File: src/rtl/day11_count_source_if.sv
// day11_count_source_if: host write port plus the count-stream link to the day-11 accumulator.
interface day11_count_source_if #(
    parameter int WIDTH = 64,
    parameter int DEPTH = 8,
    parameter int CW    = $clog2(DEPTH + 1)
);
    logic             wr_valid;
    logic [WIDTH-1:0] wr_data;
    logic             wr_full;
    logic             flush;
    logic             start;
    logic [CW-1:0]    entries;
    logic             busy;
    logic             sent;
    logic             sink_load;
    logic [WIDTH-1:0] count;
    logic             count_valid;
    logic             count_last;
    logic             ready;

    modport slave (
        input  wr_valid, wr_data, flush, start, ready,
        output wr_full, entries, busy, sent, sink_load, count, count_valid, count_last
    );

    modport master (
        output wr_valid, wr_data, flush, start, ready,
        input  wr_full, entries, busy, sent, sink_load, count, count_valid, count_last
    );
endinterface

File: src/rtl/day11_count_source.sv
// day11_count_source: buffers host-written counts and replays them as a framed
// valid/last stream after a one-cycle sink_load to re-arm the consumer.
module day11_count_source #(
    parameter int WIDTH = 64,
    parameter int DEPTH = 8,
    parameter int CW    = $clog2(DEPTH + 1)
) (
    input logic clock,
    input logic clear,
    day11_count_source_if.slave bus
);
    localparam int AW = $clog2(DEPTH);

    typedef enum logic [1:0] {IDLE, LOAD, SEND} state_t;

    state_t           r_state, w_next;
    logic [WIDTH-1:0] r_buf [DEPTH];
    logic [CW-1:0]    r_entries, r_idx, w_entries_nx;
    logic             r_sent, w_idle, w_wr_acc, w_start_acc, w_accept, w_last;

    assign w_idle       = r_state == IDLE;
    assign w_wr_acc     = w_idle & bus.wr_valid & ~bus.wr_full & ~bus.flush;
    assign w_entries_nx = (w_idle & bus.flush) ? '0 : r_entries + CW'(w_wr_acc);
    // A same-cycle write counts toward the length test, so write+start on an empty buffer streams it
    assign w_start_acc  = w_idle & bus.start & ~bus.flush & (w_entries_nx != '0);
    assign w_accept     = (r_state == SEND) & bus.ready;
    assign w_last       = r_idx == r_entries - CW'(1);

    always_ff @(posedge clock) begin
        if (clear) begin
            r_state   <= IDLE;
            r_entries <= '0;
            r_idx     <= '0;
            r_sent    <= 1'b0;
        end else begin
            r_state   <= w_next;
            r_entries <= w_entries_nx;
            r_idx     <= (r_state == LOAD) ? '0 : w_accept ? r_idx + CW'(1) : r_idx;
            r_sent    <= w_accept & w_last;
        end
    end

    always_ff @(posedge clock) begin
        if (w_wr_acc)
            r_buf[r_entries[AW-1:0]] <= bus.wr_data;
    end

    always_comb begin
        w_next = (r_state == IDLE) ? (w_start_acc ? LOAD : IDLE) :
                 (r_state == LOAD) ? SEND :
                 (r_state == SEND) ? ((w_accept & w_last) ? IDLE : SEND) : IDLE;
    end

    // Stream outputs depend on registered state only, never on ready
    always_comb begin
        bus.wr_full     = r_entries == CW'(DEPTH);
        bus.entries     = r_entries;
        bus.busy        = ~w_idle;
        bus.sent        = r_sent;
        bus.sink_load   = r_state == LOAD;
        bus.count_valid = r_state == SEND;
        bus.count_last  = (r_state == SEND) & w_last;
        bus.count       = (r_state == SEND) ? r_buf[r_idx[AW-1:0]] : '0;
    end
endmodule

File: src/flat_wrapper.sv
// flat-port wrapper written by rule: the top's interface ports become plain ports
module day11_count_source_flat 
#(
    parameter int WIDTH = 64,
    parameter int DEPTH = 8,
    parameter int CW    = $clog2(DEPTH + 1)
)
  (clock, clear, bus_wr_valid, bus_wr_data, bus_flush, bus_start, bus_ready, bus_wr_full, bus_entries, bus_busy, bus_sent, bus_sink_load, bus_count, bus_count_valid, bus_count_last);
  day11_count_source_if #(.WIDTH(WIDTH), .DEPTH(DEPTH), .CW(CW)) bus_i ();
  input logic clock;
  input logic clear;
  input wire logic [$bits(bus_i.wr_valid)-1:0] bus_wr_valid;
  input wire logic [$bits(bus_i.wr_data)-1:0] bus_wr_data;
  input wire logic [$bits(bus_i.flush)-1:0] bus_flush;
  input wire logic [$bits(bus_i.start)-1:0] bus_start;
  input wire logic [$bits(bus_i.ready)-1:0] bus_ready;
  output wire logic [$bits(bus_i.wr_full)-1:0] bus_wr_full;
  output wire logic [$bits(bus_i.entries)-1:0] bus_entries;
  output wire logic [$bits(bus_i.busy)-1:0] bus_busy;
  output wire logic [$bits(bus_i.sent)-1:0] bus_sent;
  output wire logic [$bits(bus_i.sink_load)-1:0] bus_sink_load;
  output wire logic [$bits(bus_i.count)-1:0] bus_count;
  output wire logic [$bits(bus_i.count_valid)-1:0] bus_count_valid;
  output wire logic [$bits(bus_i.count_last)-1:0] bus_count_last;
  assign bus_i.wr_valid = bus_wr_valid;
  assign bus_i.wr_data = bus_wr_data;
  assign bus_i.flush = bus_flush;
  assign bus_i.start = bus_start;
  assign bus_i.ready = bus_ready;
  assign bus_wr_full = bus_i.wr_full;
  assign bus_entries = bus_i.entries;
  assign bus_busy = bus_i.busy;
  assign bus_sent = bus_i.sent;
  assign bus_sink_load = bus_i.sink_load;
  assign bus_count = bus_i.count;
  assign bus_count_valid = bus_i.count_valid;
  assign bus_count_last = bus_i.count_last;
  day11_count_source #(.WIDTH(WIDTH), .DEPTH(DEPTH), .CW(CW)) u_core (.clock(clock), .clear(clear), .bus(bus_i));
endmodule
File: config.mk
export PLATFORM = sky130hd
export DESIGN_NAME = day11_count_source_flat
export DESIGN_NICKNAME = d
export VERILOG_FILES = /design/src/rtl/day11_count_source_if.sv /design/src/rtl/day11_count_source.sv /design/src/flat_wrapper.sv
export SDC_FILE = /design/constraint.sdc
export NUM_CORES = 1
export LEC_CHECK = 0
export ABC_CLOCK_PERIOD_IN_PS = 6700
export CAP_MARGIN = 25
export CORE_MARGIN = 2
export CORE_UTILIZATION = 53
export DETAILED_ROUTE_END_ITERATION = 10
export HOLD_SLACK_MARGIN = 0.03
export PLACE_DENSITY_LB_ADDON = 0.25
export SYNTH_ARGS = -nofsm -noshare
export SYNTH_HDL_FRONTEND = slang
export SYNTH_SLANG_ARGS = --single-unit
File: constraint.sdc
create_clock -name clock -period 6.7 [get_ports clock]
set_input_delay 0.67 -clock clock [delete_from_list [all_inputs] [get_ports clock]]
set_output_delay 0.67 -clock clock [all_outputs]
set_load 0.01 [all_outputs]
# Word level (Yosys, flattened, before mapping)
# Memory sizes are Yosys's and may differ from the RTL's. A register that Yosys moved wholly into a read port is not among the register bits.
# Index checks and enable logic that the tools add are counted.
# totals
output_inout_bits,74
register_bits,11
ram_bits,512
in_bits,70
memories,1
# classes
n_mux,11
n_eq_ne,4
bitwise_logic,13
n_reduce_logical,3
add_sub_neg,3
# mem_list
name,depth,word_bits,read_ports,rd_ports_with_merged_regs,write_ports,line_no,source
u_core.r_buf,8,64,1,1,1,day11_count_source.sv:17,logic [WIDTH-1:0] r_buf [DEPTH];
# ops
cell,n
two-way mux 64 bit,1
bitwise AND 1 bit,10
two-way mux 2 bit,4
two-way mux 3 bit,2
adder 4 x 1 -> 4 bit,1
adder 4 x 1 -> 4 bit (second input constant),1
== test 4 bit,1
== test 4 bit (second input constant),1
two-way mux 4 bit,1
nonzero test 4 bit,1
subtractor 4 x 1 -> 4 bit (second input constant),1
two-way mux 1 bit,3
NOT 1 bit,3
== test 2 x 1 -> 1 bit (second input constant),1
== test 2 bit (second input constant),1
logical NOT 2 bit,1
OR reduction 2 bit,1

# Longest topological paths before layout
# Gate-level depths: netlist of run 1.
# depth
ltp_word,10
mapped_depth,9

# Worst setup path after synthesis of run 1
# Ideal clock, no wire load.
# synth_path
kind,flip-flop to flip-flop
from,"reg u_core.r_entries[0], in the netlist u_core.bus.entries[0]"
to,"mem u_core.r_buf[0][0], enable pin"
t_arrival_ns,5.823
path_slack_ns,0.312
required_time_ns,6.135
path_stages_with_launch,7
cell_sequence,dfxtp_1 buf_2 inv_1 ha_1 and3b_1 or3_1 nor3_1
# synth_via
elab_chain_len,6
# synth_lines
element,line_no,source
start: declaration,day11_count_source.sv:18,"logic [CW-1:0] r_entries, r_idx, w_entries_nx;"
start signal: assignment,day11_count_source.sv:37,r_entries <= w_entries_nx;
== test 4 bit,day11_count_source.sv:56,bus.wr_full = r_entries == CW'(DEPTH);
via bus_wr_full,flat_wrapper.sv:17,output wire logic [$bits(bus_i.wr_full)-1:0] bus_wr_full;
NOT 1 bit,day11_count_source.sv:22,assign w_wr_acc = w_idle & bus.wr_valid & ~bus.wr_full & ~bus.flush;
bitwise AND 1 bit (2 in series),day11_count_source.sv:22,
two-way mux 1 bit,day11_count_source.sv:44,if (w_wr_acc)
two-way mux 1 bit (implied by the code),day11_count_source.sv:45,r_buf[r_entries[AW-1:0]] <= bus.wr_data;
end: declaration,day11_count_source.sv:17,
# The timed path passes the listed nets, and every way through them passes these cells.

==> results of run 1 <==
## registers in the layout, summed over array words and instances (netlist names), named ones only
register / count
u_core.r_buf: 512
u_core.bus.entries: 4
u_core.r_idx: 4
u_core.r_state: 2
u_core.bus.sent: 1
## worst reg2reg max path, delay by kind of cell, from the launching register on
| family | cells | cell delay [ps] |
|---|---|---|
| buffers and inverters | 3 | 1210 |
| DFF | 1 | 540 |
| and+or+nand+nor | 3 | 870 |
| adders and majority gates | 1 | 240 |
## through the flow
stage	cells	area, sq um	total power [mW]
finish	1835	24170	6.578
global route	1833	24160	6.787
CTS	1830	24110	6.633
detailed placement	1737	22500	3.884
global placement	1737	22500	3.878
floorplan	1122	20660	3.773
## area by class of cell
| class | count | area share |
|---|---|---|
| clock buffer | 72 | 0.05865 |
| multi-input combinational | 522 | 0.1880 |
| timing repair buffer | 167 | 0.06906 |
| sequential | 526 | 0.6479 |
| inverter | 6 | 0.0009836 |
| tap | 518 | 0.02682 |
| antenna | 3 | 0.0003106 |
| clock inverter | 21 | 0.008335 |
## power by group through the flow
stage / registers (mW) / clock network, mW / logic (mW)
2_1_floorplan: 3.72 / 0 / 0.0566
3_3_place_gp: 3.71 / 0 / 0.165
3_5_place_dp: 3.71 / 0 / 0.170
4_1_cts: 3.64 / 2.82 / 0.171
5_1_grt: 3.64 / 2.96 / 0.186
6_report: 3.64 / 2.76 / 0.171
## routing by layer
metal  GRT usage  wire (um)
met1      0.2831      18090
met2      0.3416      20470
met3     0.04470       2382
met4     0.05147        674
met5           0          0
## how the worst max path moves through the flow
stage	endpoint	depth (start not counted)	slack, ps	startpoint
2_1_floorplan	u_core.r_buf[0][0]	6	310	u_core.bus.entries[0]
3_3_place_gp	bus_count[57]	5	3110	register
3_5_place_dp	bus_count[3]	5	3050	register
4_1_cts	bus_count[33]	5	2390	register
5_1_grt	bus_count[12]	5	2280	register
6_report	bus_count[3]	5	2450	register
## cell usage in the layout (no fill, tap or decap), types with 17 or more instances in the layout
cell type | Yosys | layout
sky130_fd_sc_hd__a211oi_1 | 64 | 64
sky130_fd_sc_hd__a22o_1 | 64 | 64
sky130_fd_sc_hd__buf_4 | 6 | 20
sky130_fd_sc_hd__clkbuf_1 | 28 | 17
sky130_fd_sc_hd__clkbuf_16 | 0 | 53
sky130_fd_sc_hd__clkdlybuf4s50_1 | 0 | 143
sky130_fd_sc_hd__edfxtp_1 | 512 | 512
sky130_fd_sc_hd__mux2_2 | 64 | 64
sky130_fd_sc_hd__mux2i_1 | 194 | 194
sky130_fd_sc_hd__o21ai_0 | 59 | 59
## kinds of logic after synthesis
family	count (synthesis)	synth area share
AO/OA/AOI/OAI	204	0.06957
AND/OR/NAND/NOR	48	0.01205
adder cells (fa/ha/maj)	4	0.002422
flip-flops	526	0.7576
multiplexers	258	0.1289
XOR/XNOR	8	0.003391
buffers and inverters	74	0.02610
==> results.json, run 1 <==
{
  "reg2reg_depth": 7,
  "cts_root_buf": "sky130_fd_sc_hd__clkbuf_16",
  "ys_async_sr_fraction": 0,
  "floorplan.die_area_sq_um": 40580,
  "postSynthRegisterBits": 526,
  "routed_wirelength_um": 41610,
  "power_per_cell_area_nw_per_um2": 272.2,
  "first_global_vias": 10710,
  "post-cts-setup-buffers": 0,
  "r2r_setup_slack_ps": 3420,
  "timing.critical_path.required_ps": 6030,
  "drive_above_1_share": 0.1317,
  "timing.fmax_mhz": 235.1,
  "maximum_number_of_pins_on_one_net_before_global_route_repair": 75,
  "avgViaCountPerCell": 5.697,
  "synthDominantAreaCellType": "sky130_fd_sc_hd__edfxtp_1",
  "critPathSlowestCell": "sky130_fd_sc_hd__dfxtp_4",
  "post-route-util": 0.6269,
  "hold-path-cell-count": 2,
  "clock_tree_from_tritoncts": "done",
  "synth_instances": 1122,
  "areaGrowthSynthToFinish_pct": 16.97,
  "detailed_place_hpwl_um": 21100,
  "comb_power_share": 0.026,
  "antenna_found_initial": 3,
  "ys_dominant_reg_cell": "sky130_fd_sc_hd__edfxtp_1",
  "total_routing_usage_gr": 0.2070,
  "cts_resized": 0,
  "drv_cap": 0,
  "rows": 72,
  "cpLargestDelayFamily": "buffers and inverters",
  "ant_nets": 0,
  "synth.yosys.warnings": 0,
  "grt_pass1_wl_um": 63570,
  "power.clock.fraction": 0.420,
  "cts.reportedPaths.clkPinSlew_ps": 60,
  "internal_power_mw": 5.335,
  "timing.setup.critical_path_class": "reg2out",
  "synth_most_common_cell": "sky130_fd_sc_hd__edfxtp_1",
  "firstDrtPassIters": 5,
  "wl_per_cell_um": 22.68,
  "worst_setup_end_kind": "output pin",
  "insertion_delay_ps": 580,
  "num-nets-final": 1348,
  "timing.critical_path.from_type": "register",
  "tns_ps": 0,
  "portbufs": 143,
  "sw_frac_of_total": 0.1890,
  "cp_max_fo": 52,
  "first_iter_violations": 798,
  "max_stage_delay_ps": 930,
  "hold_slack_ps": 543.6,
  "power_dissipated_by_switching_net_loads_mw": 1.243,
  "post-route-drc-count": 0,
  "layout.filler_cells": 2808,
  "place_ws_ps": 3052,
  "hold_path_startpoint": "u_core.r_idx[3]",
  "clock_sinks": 526,
  "rsz0062_at_grt": "false",
  "area_of_the_placeable_core_sq_um": 38560,
  "globalRoute.totalOverflow": 0,
  "seq_area_sq_um": 15660,
  "sink_of_the_worst_hold_path": "u_core.r_idx[3]",
  "total_area_of_multi_input_combinational_cells_sq_um": 4543,
  "syn_area_sq_um": 20660,
  "timing.slew.headroom": 0.3519,
  "status": "complete, no violations",
  "dieWidth_um": 201.5,
  "h-tree-depth": 2,
  "floorplan.initialDensity": 0.5359,
  "post_synth.cell_area_avg_sq_um": 18.42,
  "ys_top_cells_by_count": "sky130_fd_sc_hd__edfxtp_1, sky130_fd_sc_hd__mux2i_1, sky130_fd_sc_hd__a211oi_1, sky130_fd_sc_hd__a22o_1, sky130_fd_sc_hd__mux2_2",
  "fp.dieH_um": 201.5,
  "vdd_ir_drop_max_mv": 0.2251,
  "number_of_synthesized_flops_with_an_enable_pin": 512,
  "timing.critical_path.cells": "buf_4, mux2i_1, a22o_1, a211oi_1, clkdlybuf4s50_1",
  "min_path_type": "reg2reg",
  "finalWeightedCongestion": 0.7289,
  "power.share.sequential": 0.554,
  "number_of_buffers_between_clock_root_and_the_deepest_sink": 3,
  "data_arrival_time_of_the_worst_path_ps": 3580,
  "setup_slack_ps": 2447,
  "path_buf_inv": 2,
  "synth_sequential_area_ratio": 0.7576,
  "yosys-top-cells-area": "sky130_fd_sc_hd__edfxtp_1, sky130_fd_sc_hd__mux2i_1, sky130_fd_sc_hd__mux2_2",
  "cts_inserted_buffers": 51,
  "worst_pin_slew_ps": 970.1,
  "synth.lib_cells_used.distinct": 44,
  "worst_r2r_endpoint": "u_core.r_buf[1][34]",
  "post-route-period-util": 0.6348,
  "post-synth-top-area-fraction": 0.7441,
  "ioPinCount": 144,
  "final_max_slew_viol_count": 0,
  "finalHoldViolations": 0,
  "vias": 10450,
  "post-route-min-period_ps": 4253,
  "regToRegStartpoint": "u_core.bus.entries[0]",
  "number_of_hold_buffers_added_after_cts": 0,
  "synth_fp_nets": 1196,
  "finalSetupViolCount": 0,
  "cellLeakagePower_nw": 7.319,
  "finClkSkew_ps": 10.68
}
(Power assumes the default switching activity.)
==> run 2, diff against run 1 <==
--- a/config.mk
+++ b/config.mk
@@ -5,10 +5,10 @@
 export SDC_FILE = /design/constraint.sdc
 export NUM_CORES = 1
 export LEC_CHECK = 0
-export ABC_CLOCK_PERIOD_IN_PS = 6700
+export ABC_CLOCK_PERIOD_IN_PS = 3970
 export CAP_MARGIN = 25
 export CORE_MARGIN = 2
-export CORE_UTILIZATION = 53
+export CORE_UTILIZATION = 59
 export DETAILED_ROUTE_END_ITERATION = 10
 export HOLD_SLACK_MARGIN = 0.03
 export PLACE_DENSITY_LB_ADDON = 0.25
==> constraint.sdc (replaced) <==
create_clock -name clock -period 3.97 [get_ports clock]
set_input_delay 0.397 -clock clock [delete_from_list [all_inputs] [get_ports clock]]
set_output_delay 0.397 -clock clock [all_outputs]
set_load 0.01 [all_outputs]
==> results.json, run 2 (synthesis gave the netlist of run 1 again) <==
{
  "globalRoute.totalOverflow": 0,
  "cts_root_buf": "sky130_fd_sc_hd__clkbuf_16",
  "largest_reg_flops": 512,
  "path_buf_inv": 3,
  "drv_cap": 0,
  "portbufs": 143,
  "status": "complete, no violations",
  "rows": 68,
  "area_of_the_placeable_core_sq_um": 34540,
  "sw_frac_of_total": 0.1907,
  "detailed_place_hpwl_um": 22850,
  "power_per_cell_area_nw_per_um2": 449.7,
  "dpl-instance-area_sq_um": 22690,
  "cts.reportedPaths.clkPinSlew_ps": 60,
  "antenna_found_initial": 4,
  "finClkSkew_ps": 7.164,
  "number_of_buffers_between_clock_root_and_the_deepest_sink": 3,
  "first_iter_violations": 816,
  "most-common-layout-cells": "sky130_fd_sc_hd__edfxtp_1, sky130_fd_sc_hd__mux2i_1, sky130_fd_sc_hd__clkdlybuf4s50_1",
  "critPathSlowestCell": "sky130_fd_sc_hd__clkdlybuf4s50_1",
  "highest_layer": "met5",
  "grt_pass1_wl_um": 63830,
  "internal_power_mw": 8.820,
  "stdcell_area_sq_um": 24230,
  "dr_wl_met2_um": 20020,
  "timing.slew.headroom": 0.3741,
  "timing.critical_path.from_type": "register",
  "wl_per_cell_um": 23.34,
  "layout.filler_cells": 2213,
  "fp.dieH_um": 191.1,
  "detail_route.wirelength.met1_um": 18480,
  "commonest_non_fill_non_tap_cell_in_the_layout": "sky130_fd_sc_hd__edfxtp_1",
  "cts_resized": 0,
  "timing.fmax_mhz": 271.0,
  "data_arrival_time_of_the_worst_path_ps": 3290,
  "post-route-drc-count": 0,
  "comb_power_share": 0.027,
  "final_max_slew_viol_count": 0,
  "power.clock.fraction": 0.408,
  "post-cts-setup-buffers": 0,
  "firstDrtPassIters": 5,
  "clock_tree_from_tritoncts": "done",
  "num-nets-final": 1363,
  "floorplan.die_area_sq_um": 36540,
  "rsz0062_at_grt": "false",
  "timing.critical_path.required_ps": 3570,
  "floorplan.initialDensity": 0.5982,
  "vias": 10710,
  "post-route-min-period_ps": 3690,
  "finalSetupViolCount": 0,
  "cellLeakagePower_nw": 7.381,
  "h-tree-depth": 2,
  "total_routing_usage_gr": 0.2324,
  "drive_above_1_share": 0.1386,
  "finalWeightedCongestion": 0.7417,
  "max_stage_delay_ps": 630,
  "first_global_vias": 11050,
  "maximum_number_of_pins_on_one_net_before_global_route_repair": 65,
  "ioPinCount": 144,
  "avgViaCountPerCell": 6.001,
  "finalHoldViolations": 0,
  "ant_nets": 0,
  "routed_wirelength_um": 41640,
  "cpLargestDelayFamily": "buffers and inverters",
  "vdd_ir_drop_max_mv": 0.2990,
  "cts_inserted_buffers": 51,
  "clock_sinks": 526,
  "timing.critical_path.cells": "nand2_1, inv_2, buf_4, o21ai_0, a211oi_1, clkdlybuf4s50_1",
  "dieWidth_um": 191.1,
  "insertion_delay_ps": 540,
  "route.met3.wl_um": 2305,
  "worst_setup_end_kind": "output pin",
  "post-route-period-util": 0.9294,
  "power_dissipated_by_switching_net_loads_mw": 2.078,
  "worst_pin_slew_ps": 936.8,
  "areaGrowthSynthToFinish_pct": 17.28,
  "timing.setup.critical_path_class": "reg2out",
  "power.share.sequential": 0.564,
  "design_power_total_mw": 10.90,
  "number_of_hold_buffers_added_after_cts": 0,
  "min_path_type": "in2reg",
  "cp_max_fo": 29
}
-- run 2: cell types whose count changed in the layout (fill, tap and decap cells not counted), moves of 2 or more --
cell	change
sky130_fd_sc_hd__buf_12	+10
sky130_fd_sc_hd__buf_4	+6
sky130_fd_sc_hd__clkinv_1	+5
sky130_fd_sc_hd__bufinv_16	-3
sky130_fd_sc_hd__clkbuf_1	-2
sky130_fd_sc_hd__clkinv_2	-2
sky130_fd_sc_hd__diode_2	-2
sky130_fd_sc_hd__nor3_2	-2
sky130_fd_sc_hd__nor3_4	+2
-- run 2: power groups by stage --
stage / logic (mW) / registers (mW) / clock network [mW]
2_1_floorplan: 0.0960 / 6.27 / 0
3_3_place_gp: 0.290 / 6.27 / 0
3_5_place_dp: 0.297 / 6.27 / 0
4_1_cts: 0.299 / 6.15 / 4.52
5_1_grt: 0.323 / 6.15 / 4.75
6_report: 0.297 / 6.15 / 4.45
-- run 2: worst reg2reg max path, delay by kind of cell (launching register included) --
kind | cells | cell delay (ps)
flops | 1 | 600
buf+inv | 2 | 650
simple gates | 3 | 910
fa+ha+maj | 1 | 250
-- run 2: final cells by class --
type                            count  area [sq um]  area share
Multi-Input combinational cell    522          4553      0.1879
Antenna cell                        1         2.502   0.0001033
Clock inverter                     21         117.6    0.004853
Timing Repair Buffer              182          1887     0.07786
Tap cell                          455         569.3     0.02349
Inverter                            6         22.52   0.0009293
Sequential cell                   526         15660      0.6461
Clock buffer                       71          1424     0.05875
-- run 2: metal layers --
| layer | global-route usage | vias to the layer above |
|---|---|---|
| met1 | 0.3324 | 5488 |
| li1 | - | 4843 |
| met4 | 0.05917 | 6 |
| met3 | 0.03965 | 68 |
| met5 | 0 | - |
| met2 | 0.3763 | 300 |
-- run 2: final timing paths --
| path | start | endpoint | slack, ps | cells past startpoint |
|---|---|---|---|---|
| worst max-delay path | u_core.r_state[1] | bus_count[10] | 280 | 6 |
| worst min-delay path | bus_start | u_core.r_state[0] | 420 | 3 |
| worst max register to register | u_core.bus.entries[0] | u_core.r_buf[2][38] | 1150 | 6 |
| worst min register to register | u_core.r_idx[3] | u_core.r_idx[3] | 550 | 2 |
-- run 2: stage by stage --
stage          hold WS, ps  setup WS [ps]  instances  TNS [ps]    util
2_1_floorplan        495.9         -721.6       1122   -168280       -
3_3_place_gp         527.6          930.9       1691         0  0.6569
4_1_cts              391.9          305.3       1783         0  0.7015
5_1_grt              414.4          17.20       1784         0  0.7016
3_5_place_dp         539.1          909.6       1691         0  0.6569
6_report             415.6          280.3       1784         0  0.7016
==> run 3, diff against run 2 <==
--- a/config.mk
+++ b/config.mk
@@ -7,11 +7,14 @@
 export LEC_CHECK = 0
 export ABC_CLOCK_PERIOD_IN_PS = 3970
 export CAP_MARGIN = 25
+export CORE_ASPECT_RATIO = 1.1
 export CORE_MARGIN = 2
-export CORE_UTILIZATION = 59
+export CORE_UTILIZATION = 61
+export CTS_BUF_LIST = sky130_fd_sc_hd__clkbuf_2 sky130_fd_sc_hd__clkbuf_4 sky130_fd_sc_hd__clkbuf_8
 export DETAILED_ROUTE_END_ITERATION = 10
 export HOLD_SLACK_MARGIN = 0.03
 export PLACE_DENSITY_LB_ADDON = 0.25
+export SLEW_MARGIN = 40
 export SYNTH_ARGS = -nofsm -noshare
 export SYNTH_HDL_FRONTEND = slang
 export SYNTH_SLANG_ARGS = --single-unit
==> results.json, run 3 (synthesis gave the netlist of run 1 again) <==
{
  "status": "complete, no violations",
  "cts.reportedPaths.clkPinSlew_ps": 60,
  "post-route-min-period_ps": 3577,
  "finalWeightedCongestion": 0.7231,
  "finalHoldViolations": 0,
  "finClkSkew_ps": 15.93,
  "most-common-layout-cells": "sky130_fd_sc_hd__edfxtp_1, sky130_fd_sc_hd__mux2i_1, sky130_fd_sc_hd__clkdlybuf4s50_1, sky130_fd_sc_hd__clkbuf_8",
  "insertion_delay_ps": 600,
  "num-nets-final": 1382,
  "globalRoute.totalOverflow": 0,
  "total_routing_usage_gr": 0.2312,
  "final_max_slew_viol_count": 0,
  "cts_resized": 0,
  "drive_above_1_share": 0.1672,
  "post-route-drc-count": 0,
  "rsz0062_at_grt": "false",
  "post-route-period-util": 0.9011,
  "avgViaCountPerCell": 5.999,
  "r2r_setup_slack_ps": 1150,
  "h-tree-depth": 3,
  "portbufs": 143,
  "layout.filler_cells": 2012,
  "cp_max_fo": 20,
  "ioPinCount": 144,
  "detailed_place_hpwl_um": 21770,
  "vias": 10790,
  "routed_wirelength_um": 40910,
  "setup_slack_ps": 392.5,
  "clock_sinks": 526,
  "post-cts-setup-buffers": 0,
  "worst_setup_end_kind": "output pin",
  "fp.dieH_um": 197.0,
  "tns_ps": 0,
  "cellLeakagePower_nw": 7.363,
  "finalSetupViolCount": 0,
  "commonest_non_fill_non_tap_cell_in_the_layout": "sky130_fd_sc_hd__edfxtp_1",
  "grt_pass1_wl_um": 62200,
  "cts_root_buf": "sky130_fd_sc_hd__clkbuf_8",
  "vdd_ir_drop_max_mv": 0.2804,
  "largest_reg_flops": 512,
  "drv_cap": 0,
  "number_of_hold_buffers_added_after_cts": 0,
  "first_global_vias": 10980,
  "area_of_the_placeable_core_sq_um": 33280,
  "place_ws_ps": 996.5,
  "maximum_number_of_pins_on_one_net_before_global_route_repair": 65,
  "number_of_buffers_between_clock_root_and_the_deepest_sink": 3,
  "data_arrival_time_of_the_worst_path_ps": 3180,
  "antenna_found_initial": 3,
  "design_power_total_mw": 10.68,
  "timing.fmax_mhz": 279.5,
  "floorplan.initialDensity": 0.6209,
  "wl_per_cell_um": 22.75,
  "timing.critical_path.required_ps": 3570,
  "timing.slew.headroom": 0.4942,
  "clock_tree_from_tritoncts": "done",
  "cts_inserted_buffers": 79,
  "timing.setup.critical_path_class": "reg2out",
  "timing.critical_path.from_type": "register",
  "min_path_type": "in2reg",
  "power_per_cell_area_nw_per_um2": 442.9,
  "floorplan.die_area_sq_um": 35360,
  "first_iter_violations": 888,
  "rows": 70,
  "firstDrtPassIters": 7,
  "areaGrowthSynthToFinish_pct": 16.69,
  "dieWidth_um": 179.5,
  "ant_nets": 0,
  "worst_pin_slew_ps": 757.1
}
run 3: critical path: stages (launching register included):
cell	delay, ps
sky130_fd_sc_hd__dfxtp_1	540
sky130_fd_sc_hd__nand2_1	190
sky130_fd_sc_hd__inv_2	180
sky130_fd_sc_hd__buf_4	320
sky130_fd_sc_hd__o21ai_0	150
sky130_fd_sc_hd__a211oi_1	520
sky130_fd_sc_hd__clkdlybuf4s50_1	650
run 3: worst paths after layout:
| kind | end | start | depth (start not counted) |
|---|---|---|---|
| worst min register to register | u_core.r_idx[3] | u_core.r_idx[3] | 2 |
| worst min-delay path | u_core.r_state[0] | bus_start | 3 |
| worst max register to register | u_core.r_buf[2][29] | u_core.bus.entries[0] | 6 |
| worst max-delay path | bus_count[12] | u_core.r_state[1] | 6 |
run 3: final cells by class:
cell class / count / area [sq um] / share of cell area
antenna: 2 / 5.005 / 0.0002076
clock buffer: 105 / 1289 / 0.05345
clock inverter: 32 / 224.0 / 0.009289
inverter: 6 / 22.52 / 0.0009340
multi-input combinational: 522 / 4553 / 0.1888
sequential: 526 / 15660 / 0.6494
tap: 432 / 540.5 / 0.02242
timing repair buffer: 173 / 1819 / 0.07545
run 3: power breakdown:
group | leakage [nW] | switching [mW] | internal (mW) | total (mW)
Sequential | 4.74 | 0.0134 | 6.14 | 6.15
Clock | 0.785 | 1.93 | 2.30 | 4.23
Combinational | 1.84 | 0.163 | 0.130 | 0.293
Total | 7.36 | 2.11 | 8.57 | 10.7
run 3: routing by layer:
metal	track usage	vias up	part of all wire
li1	-	4895	-
met1	0.3113	5438	0.42
met2	0.3813	379	0.50
met3	0.04683	72	0.065
met4	0.08070	2	0.018
met5	0	-	0.00027
run 3: metrics by stage:
step | hold WS [ps] | instance area, sq um | std cells | utilization
2_1_floorplan | 495.9 | 20670 | 1122 | -
3_3_place_gp | 518.0 | 22590 | 1659 | 0.6789
3_5_place_dp | 535.3 | 22590 | 1659 | 0.6789
4_1_cts | 314.6 | 24110 | 1796 | 0.7243
5_1_grt | 359.1 | 24110 | 1796 | 0.7243
6_report | 348.7 | 24110 | 1798 | 0.7245
